<file path="src/rtl/mips_controller.sv">
// ============================================================================
//  Module   : mips_controller
//  Purpose  : Multicycle control FSM and ALU decoder for the 8-bit TinyMIPS.
//             Optional ADDI support is built when ADDI_EN is defined.
//  Revision : 1.0  initial release
// ============================================================================
`default_nettype none

module mips_controller #(
   parameter logic [5:0] OP_LB    = 6'b100000,
   parameter logic [5:0] OP_SB    = 6'b101000,
   parameter logic [5:0] OP_RTYPE = 6'b000000,
   parameter logic [5:0] OP_BEQ   = 6'b000100,
   parameter logic [5:0] OP_J     = 6'b000010,
   parameter logic [5:0] OP_ADDI  = 6'b001000
) (
   input  logic       clk,
   input  logic       reset,
   input  logic [5:0] op,
   input  logic [5:0] funct,
   input  logic       zero,
   output logic       memread,
   output logic       memwrite,
   output logic       alusrca,
   output logic [1:0] alusrcb,
   output logic       iord,
   output logic [3:0] irwrite,
   output logic       memtoreg,
   output logic       regdst,
   output logic       regwrite,
   output logic [1:0] pcsource,
   output logic       pcen,
   output logic [2:0] alucontrol
);

   typedef enum logic [3:0] {
      S_FETCH1  = 4'd0,
      S_FETCH2  = 4'd1,
      S_FETCH3  = 4'd2,
      S_FETCH4  = 4'd3,
      S_DECODE  = 4'd4,
      S_MEMADR  = 4'd5,
      S_LBRD    = 4'd6,
      S_LBWR    = 4'd7,
      S_SBWR    = 4'd8,
      S_RTYPEEX = 4'd9,
      S_RTYPEWR = 4'd10,
      S_BEQEX   = 4'd11,
`ifdef ADDI_EN
      S_JEX     = 4'd12,
      S_ADDIEX  = 4'd13,
      S_ADDIWR  = 4'd14
`else
      S_JEX     = 4'd12
`endif
   } state_t;

   typedef struct packed {
      logic       memread;
      logic       memwrite;
      logic       alusrca;
      logic [1:0] alusrcb;
      logic       iord;
      logic [3:0] irwrite;
      logic       memtoreg;
      logic       regdst;
      logic       regwrite;
      logic [1:0] pcsource;
      logic       pcwrite;
      logic       branch;
      logic [1:0] aluop;
   } ctrl_t;

   state_t state_q, state_d;
   ctrl_t  ctrl_q, ctrl_d;
   logic [1:0] aluop_eff;

   // Moore control word for a state; unused encodings yield all zeros.
   function automatic ctrl_t decode_state(input state_t s);
      ctrl_t c;
      c = '0;
      case (s)
         S_FETCH1, S_FETCH2, S_FETCH3, S_FETCH4: begin
            c.memread = 1'b1;
            c.irwrite = 4'b0001 << s[1:0];
            c.alusrcb = 2'b01;
            c.pcwrite = 1'b1;
         end
         S_DECODE:  c.alusrcb = 2'b11;
         S_MEMADR:  begin c.alusrca = 1'b1; c.alusrcb = 2'b10; end
         S_LBRD:    begin c.memread = 1'b1; c.iord = 1'b1; end
         S_LBWR:    begin c.regwrite = 1'b1; c.memtoreg = 1'b1; end
         S_SBWR:    begin c.memwrite = 1'b1; c.iord = 1'b1; end
         S_RTYPEEX: begin c.alusrca = 1'b1; c.aluop = 2'b10; end
         S_RTYPEWR: begin c.regwrite = 1'b1; c.regdst = 1'b1; end
         S_BEQEX: begin
            c.alusrca  = 1'b1;
            c.aluop    = 2'b01;
            c.branch   = 1'b1;
            c.pcsource = 2'b01;
         end
         S_JEX:     begin c.pcwrite = 1'b1; c.pcsource = 2'b10; end
`ifdef ADDI_EN
         S_ADDIEX:  begin c.alusrca = 1'b1; c.alusrcb = 2'b10; end
         S_ADDIWR:  c.regwrite = 1'b1;
`endif
         default: ;
      endcase
      return c;
   endfunction

   always_comb begin
      state_d = S_FETCH1;
      case (state_q)
         S_FETCH1: state_d = S_FETCH2;
         S_FETCH2: state_d = S_FETCH3;
         S_FETCH3: state_d = S_FETCH4;
         S_FETCH4: state_d = S_DECODE;
         S_DECODE: begin
            case (op)
               OP_LB, OP_SB: state_d = S_MEMADR;
               OP_RTYPE:     state_d = S_RTYPEEX;
               OP_BEQ:       state_d = S_BEQEX;
               OP_J:         state_d = S_JEX;
`ifdef ADDI_EN
               OP_ADDI:      state_d = S_ADDIEX;
`endif
               default:      state_d = S_FETCH1;
            endcase
         end
         S_MEMADR:  state_d = (op == OP_SB) ? S_SBWR : S_LBRD;
         S_LBRD:    state_d = S_LBWR;
         S_RTYPEEX: state_d = S_RTYPEWR;
`ifdef ADDI_EN
         S_ADDIEX:  state_d = S_ADDIWR;
`endif
         default:   state_d = S_FETCH1;
      endcase
      ctrl_d = decode_state(state_d);
   end

   // Control word is registered alongside the state so outputs come from flops.
   always_ff @(posedge clk or posedge reset) begin
      if (reset) begin
         state_q <= S_FETCH1;
         ctrl_q  <= decode_state(S_FETCH1);
      end else begin
         state_q <= state_d;
         ctrl_q  <= ctrl_d;
      end
   end

   // Reset forces every strobe and select low in the same cycle it is raised.
   assign memread   = ctrl_q.memread  & ~reset;
   assign memwrite  = ctrl_q.memwrite & ~reset;
   assign alusrca   = ctrl_q.alusrca  & ~reset;
   assign alusrcb   = ctrl_q.alusrcb  & {2{~reset}};
   assign iord      = ctrl_q.iord     & ~reset;
   assign irwrite   = ctrl_q.irwrite  & {4{~reset}};
   assign memtoreg  = ctrl_q.memtoreg & ~reset;
   assign regdst    = ctrl_q.regdst   & ~reset;
   assign regwrite  = ctrl_q.regwrite & ~reset;
   assign pcsource  = ctrl_q.pcsource & {2{~reset}};
   assign pcen      = ~reset & (ctrl_q.pcwrite | (ctrl_q.branch & zero));
   assign aluop_eff = ctrl_q.aluop    & {2{~reset}};

   always_comb begin
      alucontrol = 3'b010;
      case (aluop_eff)
         2'b00: alucontrol = 3'b010;
         2'b01: alucontrol = 3'b110;
         2'b10: begin
            case (funct)
               6'b100000: alucontrol = 3'b010;
               6'b100010: alucontrol = 3'b110;
               6'b100100: alucontrol = 3'b000;
               6'b100101: alucontrol = 3'b001;
               6'b101010: alucontrol = 3'b111;
               default:   alucontrol = 3'b101;
            endcase
         end
         default: alucontrol = 3'b010;
      endcase
   end

endmodule

`default_nettype wire

</file>
<file path="config.mk">
export PLATFORM = sky130hd
export DESIGN_NAME = mips_controller
export DESIGN_NICKNAME = d
export VERILOG_FILES = /design/src/rtl/mips_controller.sv
export SDC_FILE = /design/constraint.sdc
export NUM_CORES = 1
export LEC_CHECK = 0
export ABC_AREA = 1
export BUFFER_PORTS_ARGS = -buffer_cell sky130_fd_sc_hd__buf_2
export CAP_MARGIN = 20
export CORE_MARGIN = 3
export CORE_UTILIZATION = 51
export CTS_BUF_LIST = sky130_fd_sc_hd__clkbuf_16
export DETAILED_ROUTE_END_ITERATION = 7
export GPL_TIMING_DRIVEN = 0
export PLACE_DENSITY = 0.78
export REMOVE_ABC_BUFFERS = 1
export SETUP_SLACK_MARGIN = 0.4
export SYNTH_ARGS = -nofsm -noshare
export SYNTH_HDL_FRONTEND = slang
export SYNTH_SLANG_ARGS = --single-unit
export TNS_END_PERCENT = 100
</file>
<file path="constraint.sdc">
create_clock -name clk -period 2.5 [get_ports clk]
set_clock_uncertainty 0.1 [all_clocks]
set_input_delay 0.5 -clock clk [delete_from_list [all_inputs] [get_ports clk]]
set_output_delay 0.5 -clock clk [all_outputs]
set_load 0.05 [all_outputs]
</file>
==> results.cfg, run 1 <==
[power_and_ir_drop]
p_switching_uw = 631
peakVddDrop_v = 0.000677
powerDensity_nw_per_um2 = 842
power_frac_comb = 0.445
p_leak_nw = 1.03
p_seq_frac = 0.332
internal-power_uw = 866
clock_power_share = 0.223
switching_share = 0.422
power_mw = 1.50

[timing]
period_share = 0.842
min_period_ns = 2.10
drv_slew = 0
setup_viol = 0
rsz0062_at_grt = true
hold_viol_final = 0
slew_headroom = 0.662
tightest_slew_ns = 0.505
timing.fmax_mhz = 475

[floorplan]
die_w_um = 54.8
rows = 17
design.core.area_sq_um = 2230
fp.dieH_um = 54.8
die_area_sq_um = 3000
top_level_ports = 34
initial_core_util = 0.544

[global_routing]
track_usage = 0.227
grt_pass1_vias = 1167
grt_pass1_wl_um = 4750
antenna_found_initial = 0
grt_max_degree = 17
grt_overflow_total = 0

[synth]
synth_edf_count = 0
synth-async-reset-ratio = 1.00
ys_seq_area_frac = 0.437
synthTopCellsByArea = dfrtp_1 (35%), inv_1 (11%), nor2_1 (11%)
ys.flop_type = dfrtp_1
syn_inst = 168
ys_warn_count = 0
synth_common_cells = inv_1 (35), nor2_1 (35), nand2_1 (25)
ys_ff_latch = 21
netlist_area_sq_um = 1210
synth_area_leader_cell = dfrtp_1
synth_top_area_frac = 0.350
synthDistinctLibCells = 21
syn_avg_cell_area_sq_um = 7.23

[worst_setup_path]
cp_max_fo = 4
critical_path.slowest_cell = ha_4
critPathBufInv = 4
crit_required_ns = 1.90
criticalPathCategory = primary input to primary output
cp_cell_sequence = buf_12 > clkinvlp_4 > nand2_2 > inv_2 > ha_4 > a311oi_2 > buf_6
end_kind = primary output
cp.arrival_ns = 1.50
cpLargestDelayFamily = buffers and inverters
critPathMaxStageDelay_ns = 0.22
worstSetupStartpointType = primary input

[cts]
insertion_delay_ns = 0.25
clk_path_buf_depth = 2
cts_sinks = 21
cts_made_buffers = 3
h-tree-depth = 1
cts_tree = built
cts_root_buffer = clkbuf_16
clkTransAtPathRegs_ns = 0.05
holdBufCountCts = 0

[routing]
drc_errors = 0
num_vias = 1270
wl_um = 3350
via_per_inst = 4.98
ant_nets = 0
avgRoutedWirePerCell_um = 13.1
dr.pass1.iters = 5
drtIter0Drc = 22

[place]
gp_congestion = 0.853
dp_hpwl_um = 1920
port_buffers = 33

[final_layout]
area_delta_synth_final_pct = 46.3
final_util = 0.796
drive_gt1_frac = 0.436
diodes = 0
nets = 245

[flow_run]
cap_violations = 0

[status]
status = completed

[hold_path]
min_path_type = primary input to asynchronous set/reset pin
## worst paths after layout
check | startpoint | end | slack (ns) | cells after the start
max | reset | alucontrol[0] | 0.40 | 7
max reg2reg | state_q[0] | ctrl_q[9] | 1.07 | 7
min in group clk | op[2] | ctrl_q[2] | 0.45 | 3
min reg2reg | state_q[2] | ctrl_q[13] | 0.54 | 2
max in group asynchronous | reset | ctrl_q[9] | 0.41 | 21
min | reset | state_q[2] | 0.28 | 4
## placed cells by master (no fill, tap or decap)
cell,instances
inv_2,9
nor2_2,9
nand2_4,3
dfstp_2,4
o21ai_1,1
o21ai_0,1
buf_2,29
nor2_1,34
nand2_1,23
inv_1,32
ha_4,1
clkinvlp_2,1
nand3_1,11
buf_6,14
o211ai_1,1
ha_2,1
nand2_2,5
clkinv_2,1
nand3b_1,1
dfrtp_1,17
buf_4,12
a21oi_1,3
a311oi_2,1
buf_12,1
clkbuf_16,3
o2111ai_1,1
nor3_1,3
nand3_2,1
clkinvlp_4,1
nor2_4,3
## layout make-up
cell class	instances	area, sq um
Fill cell	145	455
Multi-Input combinational cell	103	553
Inverter	42	161
Clock buffer	3	75.1
Sequential cell	21	531
Tap cell	28	35.0
Timing Repair Buffer	56	413
Timing Repair inverter	1	5.00
Clock inverter	1	5.00
## metal layers
layer  share of wire  global-route usage
met1            0.37               0.229
met2            0.54               0.447
met3           0.058              0.0354
met4           0.030              0.0954
met5               0                   0
## cells by family (layout without fill, tap and decap cells)
logic type | count (synthesis) | count (layout) | share of synthesized area
fa+ha+maj | 2 | 2 | 0.0206
buf+inv | 44 | 103 | 0.136
simple gates | 93 | 93 | 0.366
flops | 21 | 21 | 0.437
compound gates | 8 | 8 | 0.0412
## per-stage QoR
| stage | hold slack (ns) | setup TNS [ns] | cell area [sq um] | setup slack, ns | std cells |
|---|---|---|---|---|---|
| floorplan | 0.390 | -1.90 | 1210 | -0.792 | 166 |
| global placement | 0.505 | -1.22 | 1410 | -0.491 | 227 |
| detailed placement | 0.524 | -1.41 | 1410 | -0.562 | 227 |
| CTS | 0.160 | 0 | 1710 | 0.404 | 254 |
| global route | 0.296 | 0 | 1780 | 0.340 | 255 |
| finish | 0.279 | 0 | 1780 | 0.396 | 255 |
## sequential cells by signal (all words and copies together) (netlist names)
name	flops
ctrl_q	17
state_q	4
## power by group through the flow
| stage | clock network [mW] | logic (mW) | registers, mW |
|---|---|---|---|
| after floorplan | 0 | 0.486 | 0.486 |
| after global placement | 0 | 0.584 | 0.492 |
| after detailed placement | 0 | 0.600 | 0.496 |
| after CTS | 0.330 | 0.640 | 0.491 |
| after global routing | 0.355 | 0.734 | 0.503 |
| final | 0.334 | 0.666 | 0.497 |
## worst register-to-register path, stage by stage (launching register included)
cell and delay, ns:
dfrtp_1 0.42, inv_2 0.12, nor2_2 0.06, nand3_1 0.19
nand2_1 0.10, nor2_2 0.16, nand2_2 0.10, nor2_2 0.12
## repair_timing
item | in CTS | in global routing
gates resized for setup | 12 | 22
buffers inserted | 22 | 1
cloned | 1 | 0
setup endpoints to repair | 4 | 8
pin swaps | 2 | 3
hold endpoints to repair | 0 | 0
No activity file was read; power rests on OpenSTA's default activity.
==> inputs of run 2 (changes only) <==
--- a/config.mk
+++ b/config.mk
@@ -5,15 +5,15 @@
 export SDC_FILE = /design/constraint.sdc
 export NUM_CORES = 1
 export LEC_CHECK = 0
-export ABC_AREA = 1
+export ABC_AREA = 0
 export BUFFER_PORTS_ARGS = -buffer_cell sky130_fd_sc_hd__buf_2
 export CAP_MARGIN = 20
 export CORE_MARGIN = 3
-export CORE_UTILIZATION = 51
+export CORE_UTILIZATION = 45
 export CTS_BUF_LIST = sky130_fd_sc_hd__clkbuf_16
 export DETAILED_ROUTE_END_ITERATION = 7
 export GPL_TIMING_DRIVEN = 0
-export PLACE_DENSITY = 0.78
+export PLACE_DENSITY = 0.74
 export REMOVE_ABC_BUFFERS = 1
 export SETUP_SLACK_MARGIN = 0.4
 export SYNTH_ARGS = -nofsm -noshare
==> constraint.sdc (replaced) <==
create_clock -name clk -period 1.7 [get_ports clk]
set_clock_uncertainty 0.1 [all_clocks]
set_input_delay 0.34 -clock clk [delete_from_list [all_inputs] [get_ports clk]]
set_output_delay 0.34 -clock clk [all_outputs]
set_load 0.05 [all_outputs]
==> run 2 against run 1 <==
Synthesized cell count decreased by 29%. Clock-buffer cell count is the same. Combinational power increased to 2.9 times the previous value. Highest routed layer unchanged. Register-to-register slack lost 1.2 ns. The flow now finishes with violations (negative setup slack). Global-route usage is 0.17 points lower. Wire length increased by 36%. Worst hold slack got worse by 0.20 ns. Final cell count down 20%. Worst setup slack worse by 0.63 ns. Via count shrank 5.7%. Sequential share of layout area is 4.5 points lower. Critical path type unchanged.
==> results.cfg, run 2 <==
[status]
status = complete, but fails checks
violations = negative setup slack

[place]
port_buffers = 33
dp_hpwl_um = 1670
postPlaceCellArea_sq_um = 1330
dpl_worst_slack_ns = -1.07
gp_congestion = 0.805

[final_layout]
layout_commonest_cell = buf_6
reg_top3 = ctrl_q: 17 flops, state_q: 4 flops
largest_reg_flops = 17
top_register = ctrl_q
area_delta_synth_final_pct = 81.2
drive_gt1_frac = 0.733
final_util = 0.904
nets = 194
stdcell_area_sq_um = 2120
diodes = 0
final_cell_mix = buf_6 (24), buf_4 (15), dfrtp_1 (13), buf_2 (13), nor2b_4 (10)

[power_and_ir_drop]
p_switching_mw = 1.33
power_mw = 3.23
power_frac_comb = 0.594
p_leak_nw = 0.918
peakVddDrop_v = 0.00134
switching_share = 0.413
p_seq_frac = 0.250
internal-power_mw = 1.90
powerDensity_nw_per_um2 = 1530
clock_power_share = 0.156

[synth]
synth.most_common_cell = dfrtp_1
synthDistinctLibCells = 41
synth_edf_count = 0
synth-async-reset-ratio = 1.00
ys_warn_count = 0
syn_inst = 119
netlist_area_sq_um = 1170
ys_seq_area_frac = 0.454
synth_area_leader_cell = dfrtp_1
ys_ff_latch = 21
syn_avg_cell_area_sq_um = 9.81
synth_common_cells = dfrtp_1 (17), nor2b_1 (15), nor2_1 (12)
ys.flop_type = dfrtp_1
synthTopCellsByArea = dfrtp_1 (36%), dfstp_2 (9.0%), nor2b_1 (8.0%)
synth_top_area_frac = 0.364

[global_routing]
grt_overflow_total = 0
grt_pass1_vias = 1131
grt_max_degree = 18
grt_pass1_wl_um = 5580
track_usage = 0.225
antenna_found_initial = 0

[routing]
wl_um = 4570
avgRoutedWirePerCell_um = 22.4
dr.pass1.iters = 4
via_per_inst = 5.87
drc_errors = 0
ant_nets = 0
m1WireLength_um = 1690
routed-wl-met3_um = 245
top_layer_used = met4
met2WireLength_um = 2460
drtIter0Drc = 47
num_vias = 1197

[cts]
clkTransAtPathRegs_ns = 0.06
clk_path_buf_depth = 2
holdBufCountCts = 0
cts_root_buffer = clkbuf_16
insertion_delay_ns = 0.26
h-tree-depth = 1
cts_made_buffers = 3
cts_sinks = 21
cts_tree = built

[worst_setup_path]
worstRegToRegCells = 6
cp_max_fo = 17
criticalPathCategory = primary input to primary output
end_kind = primary output
cp.arrival_ns = 1.49
worstSetupStartpointType = primary input
crit_required_ns = 1.26

[hold_path]
min_path_type = primary input to asynchronous set/reset pin

[floorplan]
initial_core_util = 0.499
design.core.area_sq_um = 2340
fp.dieH_um = 56.9
die_w_um = 56.9
top_level_ports = 34
die_area_sq_um = 3240
rows = 17

[timing]
hold_viol_final = 0
rsz0062_at_grt = true
slew_headroom = 0.597
timing.fmax_mhz = 518
tns_ns = -0.935
drv_slew = 0
min_period_ns = 1.93
layout_setup_ws_ns = -0.231
tightest_slew_ns = 0.595
setup_viol = 9
period_share = 1.14

[flow_run]
cap_violations = 0
run 2: cell types whose count changed after synthesis, sizes merged, moves of 6 or more:
cell    previous run  this run
inv               42         8
nand2             31         4
nand2b             0         6
nand3             12         1
nor2              46        12
nor2b              0        16
run 2: area by class of cell:
| class | instances | area (sq um) |
|---|---|---|
| clock inverters | 1 | 5.00 |
| well taps | 28 | 35.0 |
| repair buffers | 57 | 536 |
| multi-input cells | 85 | 891 |
| repair inverters | 1 | 5.00 |
| inverters | 8 | 33.8 |
| clock buffers | 3 | 75.1 |
| flip-flops and latches | 21 | 536 |
| fillers | 86 | 224 |
run 2: worst max-delay path, stage by stage:
cell and delay, ns:
buf_16 0.17, clkinvlp_4 0.15, nand2_2 0.11, inv_2 0.05
ha_4 0.16, buf_4 0.14, a21oi_4 0.14, nor2_2 0.07
buf_6 0.15
run 2: path summary, 6_finish.rpt:
path,start,end,slack (ns)
max,reset,alucontrol[2],-0.23
min in group clk,op[1],ctrl_q[5],0.31
max in group asynchronous,reset,ctrl_q[3],1.06
min,reset,ctrl_q[11],0.08
min reg2reg,state_q[1],ctrl_q[16],0.45
max reg2reg,state_q[2],ctrl_q[1],-0.10
run 2: cell families after synthesis:
logic type                 share of synthesized area
AOI/OAI and AO/OA                              0.118
and+or+nand+nor                                0.343
adders and majority gates                     0.0214
xor gates and xnor gates                     0.00750
buffers and inverters                         0.0557
DFF                                            0.454
run 2: through the flow:
step                      hold WS, ns  std cells
after floorplan                 0.230        114
after global placement          0.450        175
after detailed placement        0.456        175
after CTS                      0.0382        195
after global routing            0.110        204
final                          0.0788        204
run 2: timing repair:
action | CTS | global route
cloned | 1 | 0
setup endpoints to repair | 33 | 33
buffers inserted | 15 | 9
pin swaps | 20 | 15
resized for setup | 94 | 44
run 2: power by group through the flow:
stage,Combinational [mW],Clock [mW],Sequential [mW]
5_1_grt,2.01,0.526,0.820
3_3_place_gp,0.832,0,0.773
4_1_cts,1.31,0.488,0.792
2_1_floorplan,0.689,0,0.749
6_report,1.92,0.504,0.808
3_5_place_dp,0.848,0,0.781
run 2: metal layers:
metal,global-route usage,vias to the layer above
li1,-,516
met1,0.256,597
met2,0.396,71
met3,0.0249,13
met4,0.149,0
met5,0,-
